`src/rtl/branch_resolution_unit_pkg.sv`:
```
// Shared definitions for the branch resolution unit: branch classes,
// FSM states and the per-instruction prediction metadata record.
package branch_resolution_unit_pkg;

  localparam logic [1:0] BRANCH_OP_NONE = 2'b00;
  localparam logic [1:0] BRANCH_OP_COND = 2'b01;
  localparam logic [1:0] BRANCH_OP_JAL  = 2'b10;
  localparam logic [1:0] BRANCH_OP_JALR = 2'b11;

  typedef enum logic [0:0] {
    IDLE = 1'b0,
    HOLD = 1'b1
  } bru_state_t;

  typedef struct packed {
    logic        pred_taken;
    logic [31:0] pred_target;
  } pred_meta_t;

  localparam pred_meta_t PRED_META_ZERO = '{pred_taken: 1'b0, pred_target: 32'h0};

endpackage

```
`src/rtl/bru_meta_stage.sv`:
```
// One pipeline register carrying a prediction record alongside its
// instruction. Reset beats clear, and clear beats load, so a flush always
// empties the stage even while it is stalled.
module bru_meta_stage
  import branch_resolution_unit_pkg::*;
(
  input  logic       clk_i,
  input  logic       reset_i,
  input  logic       load_i,
  input  logic       clear_i,
  input  pred_meta_t meta_i,
  output pred_meta_t meta_o
);

  pred_meta_t meta_q;

  // Stage register: reset, then flush, then advance when not stalled.
  always_ff @(posedge clk_i) begin
    if (reset_i) begin
      meta_q <= PRED_META_ZERO;
    end else if (clear_i) begin
      meta_q <= PRED_META_ZERO;
    end else if (load_i) begin
      meta_q <= meta_i;
    end
  end

  assign meta_o = meta_q;

endmodule

```
`src/rtl/branch_resolution_unit.sv`:
```
// Execute-stage branch resolution. Carries the fetch-stage prediction down
// to execute, compares it with the real outcome, raises the misprediction,
// flushes the younger stages and holds the corrected fetch PC until fetch
// is able to take it.
// Optional feature macro: BRU_PERF_CNT_EN adds branch and misprediction
// counters (branch_cnt_o, mispredict_cnt_o).
module branch_resolution_unit (
  input  logic        clk_i,
  input  logic        reset_i,
  input  logic        stall_fi_i,
  input  logic        stall_de_i,
  input  logic        stall_ex_i,
  input  logic        pc_src_pred_fi_i,
  input  logic [31:0] pred_pc_target_fi_i,
  input  logic [1:0]  branch_op_ex_i,
  input  logic        branch_taken_ex_i,
  input  logic [31:0] pc_target_ex_i,
  input  logic [31:0] pc_plus4_ex_i,
  output logic        pc_src_res_ex_o,
  output logic        target_match_ex_o,
  output logic        mispredict_ex_o,
  output logic        flush_de_o,
  output logic        flush_ex_o,
  output logic        redirect_valid_o,
  output logic [31:0] redirect_pc_o
`ifdef BRU_PERF_CNT_EN
  ,
  output logic [31:0] branch_cnt_o,
  output logic [31:0] mispredict_cnt_o
`endif
);

  import branch_resolution_unit_pkg::*;

  pred_meta_t  metaFetch;
  pred_meta_t  metaDecode;
  pred_meta_t  metaExecute;

  bru_state_t  state_q;
  bru_state_t  state_d;
  logic [31:0] redirect_q;
  logic [31:0] redirect_d;

  logic        mismatchRaw;
  logic [31:0] correctPc;

  assign metaFetch.pred_taken  = pc_src_pred_fi_i;
  assign metaFetch.pred_target = pred_pc_target_fi_i;

  bru_meta_stage u_meta_fd (
    .clk_i   (clk_i),
    .reset_i (reset_i),
    .load_i  (!stall_de_i),
    .clear_i (flush_de_o),
    .meta_i  (metaFetch),
    .meta_o  (metaDecode)
  );

  bru_meta_stage u_meta_de (
    .clk_i   (clk_i),
    .reset_i (reset_i),
    .load_i  (!stall_ex_i),
    .clear_i (flush_ex_o),
    .meta_i  (metaDecode),
    .meta_o  (metaExecute)
  );

  // Actual taken outcome: jumps always redirect, conditionals follow the compare.
  always_comb begin
    pc_src_res_ex_o = 1'b0;
    unique case (branch_op_ex_i)
      BRANCH_OP_NONE: pc_src_res_ex_o = 1'b0;
      BRANCH_OP_COND: pc_src_res_ex_o = branch_taken_ex_i;
      BRANCH_OP_JAL:  pc_src_res_ex_o = 1'b1;
      BRANCH_OP_JALR: pc_src_res_ex_o = 1'b1;
      default:        pc_src_res_ex_o = 1'b0;
    endcase
  end

  assign target_match_ex_o = (metaExecute.pred_target == pc_target_ex_i);

  // A taken prediction on a non-branch (BTB alias) also counts as a mismatch.
  assign mismatchRaw = (metaExecute.pred_taken != pc_src_res_ex_o) ||
                       (metaExecute.pred_taken && pc_src_res_ex_o && !target_match_ex_o);

  assign mispredict_ex_o = mismatchRaw && !stall_ex_i && (state_q == IDLE) && !reset_i;

  assign correctPc = pc_src_res_ex_o ? pc_target_ex_i : pc_plus4_ex_i;

  // Redirect FSM register: HOLD keeps the corrected PC alive across fetch stalls.
  always_ff @(posedge clk_i) begin
    if (reset_i) begin
      state_q    <= IDLE;
      redirect_q <= 32'h0;
    end else begin
      state_q    <= state_d;
      redirect_q <= redirect_d;
    end
  end

  // Redirect FSM next state and flush/redirect outputs; reset silences outputs.
  always_comb begin
    state_d          = state_q;
    redirect_d       = redirect_q;
    flush_de_o       = 1'b0;
    flush_ex_o       = 1'b0;
    redirect_valid_o = 1'b0;
    redirect_pc_o    = 32'h0;
    unique case (state_q)
      IDLE: begin
        if (mispredict_ex_o) begin
          flush_de_o       = 1'b1;
          flush_ex_o       = 1'b1;
          redirect_valid_o = 1'b1;
          redirect_pc_o    = correctPc;
          redirect_d       = correctPc;
          if (stall_fi_i) begin
            state_d = HOLD;
          end
        end
      end
      HOLD: begin
        flush_de_o       = 1'b1;
        flush_ex_o       = 1'b1;
        redirect_valid_o = 1'b1;
        redirect_pc_o    = redirect_q;
        if (!stall_fi_i) begin
          state_d = IDLE;
        end
      end
      default: begin
        state_d = IDLE;
      end
    endcase
    if (reset_i) begin
      flush_de_o       = 1'b0;
      flush_ex_o       = 1'b0;
      redirect_valid_o = 1'b0;
      redirect_pc_o    = 32'h0;
    end
  end

`ifdef BRU_PERF_CNT_EN
  logic [31:0] branchCnt_q;
  logic [31:0] mispredictCnt_q;

  // Performance counters: branches leaving E outside HOLD, and mispredictions.
  always_ff @(posedge clk_i) begin
    if (reset_i) begin
      branchCnt_q     <= 32'h0;
      mispredictCnt_q <= 32'h0;
    end else begin
      if (!stall_ex_i && (branch_op_ex_i != BRANCH_OP_NONE) && (state_q != HOLD)) begin
        branchCnt_q <= branchCnt_q + 32'd1;
      end
      if (mispredict_ex_o) begin
        mispredictCnt_q <= mispredictCnt_q + 32'd1;
      end
    end
  end

  assign branch_cnt_o     = branchCnt_q;
  assign mispredict_cnt_o = mispredictCnt_q;
`else
  // Counters are not built in this configuration.
`endif

endmodule

```
`config.mk`:
```
export PLATFORM = sky130hd
export DESIGN_NAME = branch_resolution_unit
export DESIGN_NICKNAME = d
export VERILOG_FILES = /design/src/rtl/branch_resolution_unit_pkg.sv /design/src/rtl/bru_meta_stage.sv /design/src/rtl/branch_resolution_unit.sv
export SDC_FILE = /design/constraint.sdc
export NUM_CORES = 1
export LEC_CHECK = 0
export BUFFER_PORTS_ARGS = -buffer_cell sky130_fd_sc_hd__clkbuf_2
export CAP_MARGIN = 20
export CELL_PAD_IN_SITES_DETAIL_PLACEMENT = 1
export CELL_PAD_IN_SITES_GLOBAL_PLACEMENT = 1
export CORE_MARGIN = 2
export CORE_UTILIZATION = 30
export DETAILED_ROUTE_END_ITERATION = 6
export GPL_TIMING_DRIVEN = 0
export PLACE_DENSITY_LB_ADDON = 0.08
export SLEW_MARGIN = 20
export SYNTH_ARGS = -nofsm -noshare
export SYNTH_HDL_FRONTEND = slang
export SYNTH_SLANG_ARGS = --single-unit
```
`constraint.sdc`:
```
create_clock -name clk_i -period 10.1 [get_ports clk_i]
set_clock_uncertainty 0.2 [all_clocks]
set_input_delay 2.02 -clock clk_i [delete_from_list [all_inputs] [get_ports clk_i]]
set_output_delay 2.02 -clock clk_i [all_outputs]
set_load 0.1 [all_outputs]
```
**After elaboration in Yosys (flattened, before gate mapping)**

Cells that the tools add are included.

- Equality and inequality tests: 5
- Muxes and demuxes: 11
- Bitwise operators: 1
- Reductions and logical operators: 13

Operator list:

| cell | number |
|---|---|
| $mux W32 | 3 |
| $pmux W32 S2 | 1 |
| $eq A32 B32 Y1 | 1 |
| $logic_and A1 B1 Y1 | 5 |
| $eq A2 B2 Y1 const B | 2 |
| $mux W1 | 4 |
| $pmux W1 S2 | 2 |
| $reduce_or A2 Y1 | 2 |
| $logic_not A1 Y1 | 3 |
| $pmux W1 S3 | 1 |
| $eq A2 B1 Y1 const B | 1 |
| $logic_not A2 Y1 | 1 |
| $reduce_and A2 Y1 | 1 |
| $logic_or A1 B1 Y1 | 1 |
| $ne A1 B1 Y1 | 1 |
| $not A1 Y1 | 1 |

- Bits in registers: 99
- Bits of input ports: 105
- Output and inout port bits: 38
- Logic and storage cells: 36

**Logic depth before layout (Yosys ltp)**

Gate-level depths: netlist (run 1).

- Depth in word-level cells: 13
- Mapped depth: 9
- Depth with buffers taken out: 6

**Modules after synthesis**

A second synthesis (run 1) with hierarchy kept.

- Cell total of the unflattened synthesis: 527
- Area total of the unflattened synthesis: 4867.2 um2

By module, submodules not included:

| module | times used | cells an instance | area an instance (um2) | seq. area each (um2) |
|---|---|---|---|---|
| bru_meta_stage | 2 | 108 | 1218.7 | 660.6 |
| branch_resolution_unit | 1 | 311 | 2429.8 | 660.6 |

**Worst setup path after synthesis (run 1)**

Ideal clock, no wire load.

- Path kind: input-to-output
- Start: in branch_taken_ex_i
- End: out redirect_pc_o[14]
- Arrival time: 5.855 ns
- Required time: 7.880 ns
- Path slack: 2.025 ns
- Stages on the path: 9
- Buffers on the path: 3
- Cell sequence: a21oi_1 buf_2 inv_1 ha_1 nand2_1 buf_2 clkbuf_1 a21o_1 a21oi_1

- Word-level cells in the longest chain between the ends: 10
- Elaborated cells on any way between the ends: 12
- Classes of those cells: eq/ne: 1; mux: 5; reduce/logical: 6

RTL lines:

| element | line | text |
|---|---|---|
| from (decl) | branch_resolution_unit.sv:16 | `input logic branch_taken_ex_i,` |
| $pmux W1 S3 (*) | branch_resolution_unit.sv:71 | `unique case (branch_op_ex_i)` |
| named net pc_src_res_ex_o | branch_resolution_unit.sv:19 | `output logic pc_src_res_ex_o,` |
| $logic_and A1 B1 Y1 (2 in series) | branch_resolution_unit.sv:84 | `(metaExecute.pred_taken && pc_src_res_ex_o && !target_match_ex_o);` |
| $logic_or A1 B1 Y1 | branch_resolution_unit.sv:83 | `assign mismatchRaw = (metaExecute.pred_taken != pc_src_res_ex_o) \|\|` |
| $logic_and A1 B1 Y1 (3 in series) | branch_resolution_unit.sv:86 | `assign mispredict_ex_o = mismatchRaw && !stall_ex_i && (state_q == IDLE) && !reset_i;` |
| $mux W32 (*) | branch_resolution_unit.sv:111 | `if (mispredict_ex_o) begin` |
| $pmux W32 S2 (*) | branch_resolution_unit.sv:109 | `unique case (state_q)` |
| $mux W32 (*) | branch_resolution_unit.sv:135 | `if (reset_i) begin` |
| to (decl) | branch_resolution_unit.sv:25 | `output logic [31:0] redirect_pc_o` |

Mark *: on every way through the listed nets, which the timed path passes. The rest lies on a longest branch.

**Worst setup path in the final report (run 1)**

- Start: in branch_taken_ex_i
- End: out redirect_pc_o[19]

- Word-level cells in the longest chain between the ends: 10
- Elaborated cells on any way between the ends: 12
- Classes of those cells: eq/ne: 1; mux: 5; reduce/logical: 6

RTL lines:

| element | line |
|---|---|
| $pmux W1 S3 (*) | branch_resolution_unit.sv:71 |
| $logic_and A1 B1 Y1 (2 in series) | branch_resolution_unit.sv:84 |
| $logic_or A1 B1 Y1 | branch_resolution_unit.sv:83 |
| $logic_and A1 B1 Y1 (3 in series) | branch_resolution_unit.sv:86 |
| $mux W32 (*) | branch_resolution_unit.sv:111 |
| $pmux W32 S2 (*) | branch_resolution_unit.sv:109 |
| $mux W32 (*) | branch_resolution_unit.sv:135 |

Every way passes the cells marked *; elsewhere a longest branch is shown, timed or not.

==> results.tsv, run 1 <==
stage	metric	value	unit
run_status	status	finished clean	
run	maximum capacitance violations	0	
yosys	Seq cells post-synth	99	
clock_network	clk root buf	clkbuf_16	
setup_path	Setup CP Type	primary input to primary output	
final_layout	fillers	1991	
sta	final hold slack	275	ps
detailed_routing	uppermost layer routed	met4	
detailed_routing	DR WL met2	7800	µm
yosys	Mapped Cells	565	
clock_network	Max H-tree Level	3	
clock_network	Clock Sinks	99	
final_layout	most frequent cells in the layout	clkbuf_2 (141), dfxtp_1 (99), nand2_1 (67)	
detailed_routing	vias per std cell	4.75	
final_layout	sequential cell area	1980	µm²
floorplan	Die ar.	17100	µm²
power	Power Density	149	nW/µm²
place	post-place setup slack	2630	ps
global_route	pin count of the biggest net entering global routing	17	
clock_network	CTS buffer count	9	
clock_network	TritonCTS clock tree	yes	
detailed_routing	DR iter-0 viols	184	
detailed_routing	WL/cell	17.4	µm
clock_network	Clock Pin Slew Worst Setup and Hold Paths	80	ps
sta	Least-Margin Pin Slew	758	ps
setup_path	critical path arrival	5260	ps
final_layout	commonest non-fill, non-tap cell in the layout	clkbuf_2	
final_layout	Antenna diodes	0	
sta	final period utilization	74.1	%
yosys	Avg Inst Size Synth	8.51	µm²
detailed_routing	vias	4454	
place	gpl congestion	0.823	
sta	min Tclk post-route	7480	ps
final_layout	Synth-to-Final Area Change	26.1	%
global_route	first-pass GRT wire length	25100	µm
sta	endpoints failing setup	0	
yosys	Post-Syn Area	4810	µm²
detailed_routing	DRC	0	
clock_network	Clock Latency Late Sink	350	ps
floorplan	Core Box Area	15800	µm²
floorplan	row cnt	46	
yosys	sequential element share of the synthesized area	41.2	%
clock_network	Clock Path Buffers	2	
global_route	grt ovf	0	
final_layout	Final nets	823	
final_layout	area of the multi-input gates	2590	µm²
setup_path	Critical Path End Type	primary output	
floorplan	Initial Utilization	30.5	%
sta	RSZ-0062 raised after global routing	no	
detailed_routing	Metal-1 WL	7620	µm
power	total power	0.904	mW
clock_network	Setup Buffers After CTS	0	
global_route	vias in the first global route	4696	
place	port bufs	141	
sta	worst setup margin	2620	ps
setup_path	crit start category	primary input	
floorplan	DIE WIDTH	131	µm
final_layout	layout cells sized above 1	24.1	%
sta	setup TNS	0	ps
detailed_routing	Pre-Repair DR Iteration Count	4	
sta	Fmax	134	MHz
global_route	GRT Total Usage	19.3	%
detailed_routing	drt total wl	16300	µm
yosys	Post-Syn Nets	671	
power	leakage	2.63	nW
yosys	synth unique cells	23	
floorplan	Die Height	131	µm
yosys	synth warn	0	
clock_network	cts hold-fix bufs	0	
detailed_routing	met3 routed WL	503	µm
place	hpwl dp	13100	µm
clock_network	post-CTS sizing	0	
sta	final hold violations	0	
detailed_routing	Antenna Nets Post-Route	0	
sta	Final Max Slew Viols	0	
floorplan	IO Count	143	
global_route	initial antenna violation count	0	
power	worst vdd ir	80.1	µV
worst_hold_path	Min-Delay Path Class	register to register	
setup_path	CP max FO	10	
sta	slew margin rel.	49.5	%
setup_path	worst path required time	7880	ps
cells by family (layout without fill, tap and decap cells):
family / after synthesis / after routing / synth area share, %
AO/OA/AOI/OAI: 134 / 134 / 16.0
XOR/XNOR: 32 / 32 / 5.83
adder cells (fa/ha/maj): 1 / 1 / 0.260
buffers and inverters: 53 / 210 / 4.89
flip-flops: 99 / 99 / 41.2
multiplexers: 65 / 65 / 13.5
AND/OR/NAND/NOR: 181 / 181 / 18.3
area by class of cell:
type,instances,area share [%]
multi-input combinational,413,42.7
sequential,99,32.7
timing repair buffer,141,11.6
tap,216,4.46
clock buffer,12,4.07
buffer,51,3.76
clock inverter,4,0.516
inverter,2,0.124
power breakdown:
| part | internal, mW | leakage [nW] | total [mW] | switching [mW] |
|---|---|---|---|---|
| clock network | 0.177 | 0.138 | 0.338 | 0.161 |
| logic | 0.0521 | 1.69 | 0.152 | 0.100 |
| registers | 0.406 | 0.806 | 0.415 | 0.00910 |
| total | 0.634 | 2.63 | 0.904 | 0.270 |
layer usage:
metal | vias to the layer above | global-route usage, %
li1 | 2270 | -
met1 | 2081 | 24.7
met2 | 82 | 33.3
met3 | 21 | 2.61
met4 | 0 | 7.13
met5 | - | 0
final timing paths:
kind / start / end / slack, ps / cells after the start
setup reg to reg: u_meta_de.meta_o[30]$_SDFFE_PP0N_ / redirect_q[6]$_SDFFE_PP0P_ / 7490 / 8
hold reg to reg: redirect_q[23]$_SDFFE_PP0P_ / redirect_q[23]$_SDFFE_PP0P_ / 270 / 2
setup / recovery: branch_taken_ex_i / redirect_pc_o[19] / 2620 / 11
hold / removal: redirect_q[23]$_SDFFE_PP0P_ / redirect_q[23]$_SDFFE_PP0P_ / 270 / 2
critical path, cell delays in order:
cell and delay, ps:
clkbuf_2 80, a21oi_1 500, buf_2 420, inv_1 150, ha_1 450, nand2_1 150, buf_2 240, clkbuf_1 260
a21o_1 260, a21oi_1 220, clkbuf_2 500
cell usage after synthesis:
cell      number  share of area [%]
mux2i_1       65                 14
o211ai_2       1               0.26
a21o_1        32                5.0
nor2b_1        1               0.13
o311a_1        1               0.21
and2_1         1               0.13
buf_2         11                1.1
inv_1          2               0.16
nand3b_1      33                5.2
nor2_1        35                2.7
nand2_1       67                5.2
a21oi_1       66                6.9
buf_4          6               0.94
nand4_1        2               0.26
xor2_1        32                5.8
o21ai_0       33                3.4
clkbuf_1      34                2.7
nand3_1       33                3.4
o31a_1         1               0.18
dfxtp_1       99                 41
ha_1           1               0.26
nor4_1         8                1.0
nor3_2         1               0.21
state kept, by name (all words and copies together), names as in the netlist:
signal / count
u_meta_de.meta_o: 33
u_meta_fd.meta_o: 33
redirect_q: 32
state_q: 1
through the flow:
step / cells / util, % / instance area, µm²
2_1_floorplan: 565 / - / 4810
5_1_grt: 938 / 38.4 / 6060
3_5_place_dp: 922 / 36.7 / 5780
4_1_cts: 938 / 38.4 / 6060
3_3_place_gp: 922 / 36.7 / 5780
6_report: 938 / 38.4 / 6060
Power figures use the tool's default switching activity.
==> run 2, diff against run 1 <==
- ABC_AREA: default -> 1
- clock period: 10.1 -> 6.8 ns (I/O delays scaled with it)
==> run 2 against run 1 <==
Compared with the run above:
- first-iteration DRC count down 26%
- clock power increased by 55%
- register-to-register slack worse by 2900 ps
- setup slack worse by 1400 ps
- sequential share of layout area is 0.33 points lower
- non-clock buffer count fell by 11
- hold slack got worse by 11 ps
- die area grew 0.94%
- synthesized cell count is 6.2% higher
- largest cell class unchanged
- highest routed layer unchanged
==> results.tsv, run 2 <==
stage	metric	value	unit	change
setup_path	Critical Path End Type	primary output		
sta	Fmax	180	MHz	
setup_path	crit start category	primary input		
sta	RSZ-0062 raised after global routing	no		
detailed_routing	Antenna Nets Post-Route	0		unchanged
yosys	Seq cells post-synth	99		unchanged
worst_hold_path	Min-Delay Path Class	register to register		
setup_path	critical path arrival	4010	ps	-1250 ps
final_layout	Antenna diodes	0		unchanged
floorplan	Core Box Area	15800	µm²	+0.37%
global_route	GRT Total Usage	17.8	%	-1.5 points
global_route	vias in the first global route	4727		+0.66%
global_route	met1 Use GR	21.7	%	-3.0 points
yosys	Avg Inst Size Synth	8.09	µm²	-4.9%
detailed_routing	DR iter-0 viols	136		-26%
place	post-place setup slack	1180	ps	-1450 ps
setup_path	slowest cell on the critical path	clkbuf_2		
yosys	Post-synth EDFFs	0		unchanged
yosys	top cells by area, synth	dfxtp_1 (41%), mux2i_1 (11%), nand2_1 (9.9%)		
yosys	synth warn	0		unchanged
floorplan	Die Height	131	µm	+0.47%
sta	Final Max Slew Viols	0		unchanged
yosys	Synth top area share	40.8	%	-0.39 points
floorplan	row cnt	46		unchanged
power	leakage	2.65	nW	+0.65%
global_route	gr busiest metal	met2		
place	placed instance count	955		+3.6%
setup_path	critical-path cell list	clkbuf_2, nand2_1, nand2_1, clkdlybuf4s15_1, ha_1, inv_1, nand2_2, clkbuf_1, nand3_1, a21oi_1, clkbuf_2		
global_route	met3 GRT Util	4.17	%	+1.6 points
clock_network	Setup Buffers After CTS	0		unchanged
floorplan	Initial Utilization	30.7	%	+0.18 points
clock_network	Clock Latency Late Sink	350	ps	about the same
final_layout	Synth-to-Final Area Change	26.1	%	about the same
yosys	Mapped Cells	600		+6.2%
yosys	Post-Syn Area	4850	µm²	+0.96%
clock_network	Clock Pin Slew Worst Setup and Hold Paths	70	ps	about the same
sta	final hold violations	0		unchanged
place	gpl congestion	0.825		+0.30%
yosys	FFs w/ async S/R, synth	0	%	unchanged
sta	Least-Margin Pin Slew	798	ps	+40.0 ps
detailed_routing	DRC	0		unchanged
detailed_routing	drt total wl	15100	µm	-7.4%
yosys	sequential element share of the synthesized area	40.8	%	-0.39 points
sta	setup TNS	0	ps	unchanged
power	worst vdd ir	103	µV	+28%
yosys	count leader, synth	nand2_1		
floorplan	IO Count	143		unchanged
global_route	Global Route met2 Usage	31.4	%	-1.9 points
setup_path	worst path required time	5240	ps	-2640 ps
final_layout	Util after Layout	38.7	%	+0.25 points
global_route	grt ovf	0		unchanged
run	maximum capacitance violations	0		unchanged
global_route	pin count of the biggest net entering global routing	17		unchanged
floorplan	Die ar.	17200	µm²	+0.94%
sta	min Tclk post-route	5570	ps	
setup_path	CP max FO	11		+1
global_route	first-pass GRT wire length	24300	µm	-3.1%
setup_path	Setup CP Type	primary input to primary output		
yosys	most common library cells after synthesis	nand2_1 (128), dfxtp_1 (99), a21oi_1 (68), mux2i_1 (51), nor2_1 (42)		
sta	slew margin rel.	46.8	%	-2.7 points
sta	endpoints failing setup	0		unchanged
clock_network	Clock Sinks	99		unchanged
final_layout	commonest non-fill, non-tap cell in the layout	clkbuf_2		
yosys	Yosys top cell by area	dfxtp_1		
final_layout	Final nets	856		+4.0%
yosys	main flop type after synthesis	dfxtp_1		
clock_network	post-CTS sizing	0		unchanged
final_layout	layout cells sized above 1	32.6	%	+8.5 points
place	port bufs	139		-1.4%
clock_network	cts hold-fix bufs	0		unchanged
final_layout	fin cells	970		+3.4%
sta	final hold slack	263	ps	-11.2 ps
clock_network	Max H-tree Level	3		unchanged
clock_network	TritonCTS clock tree	yes		
detailed_routing	vias	4516		+1.4%
power	Power Density	230	nW/µm²	+54%
yosys	synth unique cells	20		-13%
setup_path	crit-path max cell delay	490	ps	about the same
clock_network	clk root buf	clkbuf_16		
detailed_routing	Pre-Repair DR Iteration Count	4		unchanged
global_route	initial antenna violation count	0		unchanged
floorplan	DIE WIDTH	131	µm	+0.47%
final_layout	most frequent cells in the layout	clkbuf_2 (139), nand2_1 (128), dfxtp_1 (99)		
yosys	Post-Syn Nets	706		+5.2%
sta	final period utilization	81.9	%	
place	hpwl dp	12100	µm	-7.7%
clock_network	CTS buffer count	9		unchanged
detailed_routing	WL/cell	15.6	µm	-10%
run_status	status	finished clean		
clock_network	Clock Path Buffers	2		unchanged
sta	worst setup margin	1230	ps	-1390 ps
detailed_routing	vias per std cell	4.66		-2.0%
[run 2: per-stage QoR]
stage                     total power, mW  area, µm²
after floorplan                     0.823       4870
after global placement              0.898       5830
after detailed placement            0.906       5830
after CTS                            1.43       6120
after global routing                 1.48       6120
final                                1.41       6120
[run 2: area by class of cell]
class / count / area (µm²)
tap: 216 / 270
sequential: 99 / 1980
clock buffer: 10 / 229
inverter: 25 / 93.8
clock inverter: 5 / 60.1
multi-input combinational: 434 / 2570
timing repair buffer: 139 / 696
fill: 1958 / 9700
buffer: 42 / 218
[run 2: worst max-delay path: cells and delay by family]
kind	cells	cell delay, ps
buffers and inverters	5	1490
AO/OA/AOI/OAI	1	200
AND/OR/NAND/NOR	4	560
adder cells (fa/ha/maj)	1	400
[run 2: routing by layer]
layer  up-vias  routed length (µm)
met3        12                 759
met2       114                7460
met4         0                 159
li1       2255                   -
met1      2135                6720
met5         -                   0
[run 2: path summary, 6_finish.rpt]
kind                                                  startpoint                     endpoint  slack [ps]  depth (start not counted)
worst max-delay path                           branch_taken_ex_i            redirect_pc_o[18]        1230                         11
worst min-delay path                 redirect_q[27]$_SDFFE_PP0P_  redirect_q[27]$_SDFFE_PP0P_         260                          2
worst max register to register  u_meta_de.meta_o[8]$_SDFFE_PP0N_   redirect_q[4]$_SDFFE_PP0P_        4610                         12
worst min register to register       redirect_q[27]$_SDFFE_PP0P_  redirect_q[27]$_SDFFE_PP0P_         260                          2
[run 2: logic make-up (layout without fill, tap and decap cells)]
group	after synthesis	after routing	share of synthesized area, %
buffers and inverters	67	221	6.29
adders and majority gates	1	1	0.258
muxes	83	83	17.9
and+or+nand+nor	247	247	22.3
DFF	99	99	40.8
xor gates and xnor gates	23	23	4.15
AOI/OAI and AO/OA	80	80	8.25
[run 2: where the power goes]
group | leakage, nW | internal [mW] | switching, mW
Clock | 0.139 | 0.286 | 0.237
Sequential | 0.808 | 0.608 | 0.0152
Combinational | 1.70 | 0.0961 | 0.169
Total | 2.65 | 0.990 | 0.421
==> run 3, diff against run 2 <==
- ABC_AREA: 1 -> 0
- clock period: 6.8 -> 4.5 ns (I/O delays scaled with it)
==> run 3 against run 2 <==
Compared with the run above:
- global-route usage increased by 1.6 points
- sequential power increased by 49%
- flip-flop and latch count unchanged
- design area increased by 6.2%
- sequential share of layout area decreased by 1.9 points
- critical endpoint is now redirect_pc_o[25]
- highest routed layer unchanged
==> results.tsv, run 3 (synthesis gave the netlist of run 1 again) <==
stage	metric	value	unit	change
detailed_routing	WL/cell	17.1	µm	+9.9%
detailed_routing	Pre-Repair DR Iteration Count	4		unchanged
global_route	Global Route met2 Usage	33.2	%	+1.9 points
sta	min Tclk post-route	4390	ps	
setup_path	slowest cell on the critical path	clkbuf_2		
final_layout	Final nets	823		-3.9%
clock_network	Clock Path Buffers	2		unchanged
detailed_routing	vias	4464		-1.2%
run	maximum capacitance violations	0		unchanged
sta	Fmax	228	MHz	
power	Int Pwr	1.44	mW	+45%
sta	final period utilization	97.6	%	
final_layout	commonest non-fill, non-tap cell in the layout	clkbuf_2		
setup_path	Critical Path End Type	primary output		
global_route	met3 GRT Util	2.57	%	-1.6 points
setup_path	critical-path cell list	clkbuf_2, a21oi_4, buf_6, clkinvlp_4, ha_4, nand2_2, clkbuf_1, a21o_1, a21oi_4, clkbuf_2		
clock_network	cts hold-fix bufs	0		unchanged
global_route	met1 Use GR	25.1	%	+3.4 points
power	Comb pwr share	17.7	%	-1.1 points
global_route	gr busiest metal	met2		
clock_network	Clock Pin Slew Worst Setup and Hold Paths	70	ps	about the same
sta	RSZ-0062 raised after global routing	no		
setup_path	FF-to-FF Start	u_meta_de.meta_o[1]$_SDFFE_PP0N_		
detailed_routing	vias per std cell	4.76		+2.2%
clock_network	Clock Latency Late Sink	360	ps	about the same
detailed_routing	DR iter-0 viols	175		+29%
floorplan	row cnt	46		unchanged
floorplan	DIE WIDTH	131	µm	-0.46%
global_route	first-pass GRT wire length	25200	µm	+3.6%
power	Seq pwr share	44.7	%	+0.5 points
floorplan	Initial Utilization	30.5	%	-0.18 points
detailed_routing	Antenna Nets Post-Route	0		unchanged
final_layout	fillers	1935		-1.2%
sta	final hold violations	0		unchanged
power	Net Sw Frac	30.8	%	+0.96 points
setup_path	CP max FO	10		-1
place	port bufs	141		+1.4%
sta	setup TNS	0	ps	unchanged
clock_network	Clock Sinks	99		unchanged
place	gpl congestion	0.787		-4.6%
power	Power Density	320	nW/µm²	+39%
power	worst vdd ir	206	µV	+100%
place	hpwl dp	13100	µm	+8.5%
sta	endpoints failing setup	0		unchanged
final_layout	Synth-to-Final Area Change	35.2	%	
setup_path	crit-path max cell delay	480	ps	about the same
detailed_routing	DRC	0		unchanged
setup_path	reg2reg setup slack	1910	ps	-2700 ps
setup_path	crit path to	redirect_pc_o[25]		
floorplan	IO Count	143		unchanged
clock_network	clk root buf	clkbuf_16		
global_route	pin count of the biggest net entering global routing	19		+2
power	switching power total	0.640	mW	+52%
place	post-place setup slack	91.9	ps	-1080 ps
floorplan	Die ar.	17100	µm²	-0.93%
sta	Final Max Slew Viols	0		unchanged
setup_path	reg2reg path depth	8		-4
setup_path	crit start category	primary input		
floorplan	Core Box Area	15800	µm²	-0.36%
setup_path	worst path required time	3400	ps	-1840 ps
clock_network	Max H-tree Level	3		unchanged
final_layout	Antenna diodes	0		unchanged
global_route	initial antenna violation count	0		unchanged
power	leakage	2.69	nW	+1.5%
clock_network	TritonCTS clock tree	yes		
setup_path	CP startpoint	branch_op_ex_i[0]		
final_layout	layout cells sized above 1	30.3	%	-2.3 points
sta	slew margin rel.	49.9	%	+3.1 points
global_route	vias in the first global route	4722		-0.11%
clock_network	CTS buffer count	9		unchanged
worst_hold_path	Min-Delay Path Class	register to register		
global_route	grt ovf	0		unchanged
setup_path	FF-to-FF End	redirect_q[5]$_SDFFE_PP0P_		
sta	final hold slack	270	ps	+6.77 ps
power	Clk pwr share	37.6	%	+0.6 points
sta	Least-Margin Pin Slew	751	ps	-47.0 ps
sta	worst setup margin	110	ps	-1120 ps
setup_path	critical path arrival	3290	ps	-720 ps
setup_path	Setup CP Type	primary input to primary output		
global_route	GRT Total Usage	19.3	%	+1.6 points
final_layout	most frequent cells in the layout	clkbuf_2 (122), dfxtp_1 (99), nand2_1 (66)		
run_status	status	finished clean		
detailed_routing	drt total wl	16000	µm	+6.3%
floorplan	Die Height	131	µm	-0.46%
==> run 3: cell types whose count changed in the layout (fill, tap and decap cells not counted), sizes merged, moves of 8 or more <==
cell    change
nand3b     +33
mux2i      +14
xor2       +32
nand2      -64
a21o       +32
nor2       -47
clkbuf     -10
xnor2      -23
nor4        +8
mux2       -32
inv        -22
o21ai      +21
buf        +22
==> run 3: what timing repair did <==
item,CTS,global route
endpoints found under the setup margin,0,22
endpoints found under the hold margin,0,0
buffers inserted,0,0
resized for setup,0,23
==> run 3: worst min path at each step <==
| stage | from | endpoint | slack [ps] | depth (start not counted) |
|---|---|---|---|---|
| floorplan | u_meta_de.meta_o[0]$_SDFFE_PP0N_ | u_meta_de.meta_o[0]$_SDFFE_PP0N_ | 240 | 2 |
| global placement | redirect_q[23]$_SDFFE_PP0P_ | redirect_q[23]$_SDFFE_PP0P_ | 250 | 2 |
| detailed placement | redirect_q[7]$_SDFFE_PP0P_ | redirect_q[7]$_SDFFE_PP0P_ | 260 | 2 |
| CTS | redirect_q[7]$_SDFFE_PP0P_ | redirect_q[7]$_SDFFE_PP0P_ | 270 | 2 |
| global route | redirect_q[5]$_SDFFE_PP0P_ | redirect_q[5]$_SDFFE_PP0P_ | 290 | 2 |
| finish | redirect_q[11]$_SDFFE_PP0P_ | redirect_q[11]$_SDFFE_PP0P_ | 270 | 2 |
==> run 3: area by class of cell <==
cell class | count | area (µm²) | area share, %
buffer | 51 | 248 | 3.81
clock buffer | 10 | 239 | 3.68
clock inverter | 6 | 53.8 | 0.827
inverter | 2 | 11.3 | 0.173
multi-input combinational | 413 | 2990 | 46.0
sequential | 99 | 1980 | 30.5
tap | 216 | 270 | 4.16
timing repair buffer | 141 | 706 | 10.9
==> run 3: power by group through the flow <==
stage	registers (mW)	clock network [mW]	logic [mW]
3_3_place_gp	0.949	0	0.365
6_report	0.930	0.782	0.367
4_1_cts	0.931	0.809	0.372
5_1_grt	0.935	0.845	0.397
2_1_floorplan	0.943	0	0.257
3_5_place_dp	0.951	0	0.371
==> run 3: metrics by stage <==
stage	cell area [µm²]	std cells	util [%]	power (mW)
final	6500	938	41.2	2.08
after global routing	6500	938	41.2	2.18
after CTS	6500	938	41.2	2.11
after detailed placement	6200	922	39.3	1.32
after global placement	6200	922	39.3	1.31
after floorplan	5220	565	-	1.20
==> run 3: layer usage <==
metal,vias to the layer above,wire length (µm)
li1,2267,-
met1,2108,7370
met2,75,7940
met3,14,477
met4,0,250
met5,-,0
==> run 3: critical path: cells and delay by family <==
kind,cells,cell delay [ps]
compound gates,3,710
fa+ha+maj,1,340
simple gates,1,90
buf+inv,5,1240
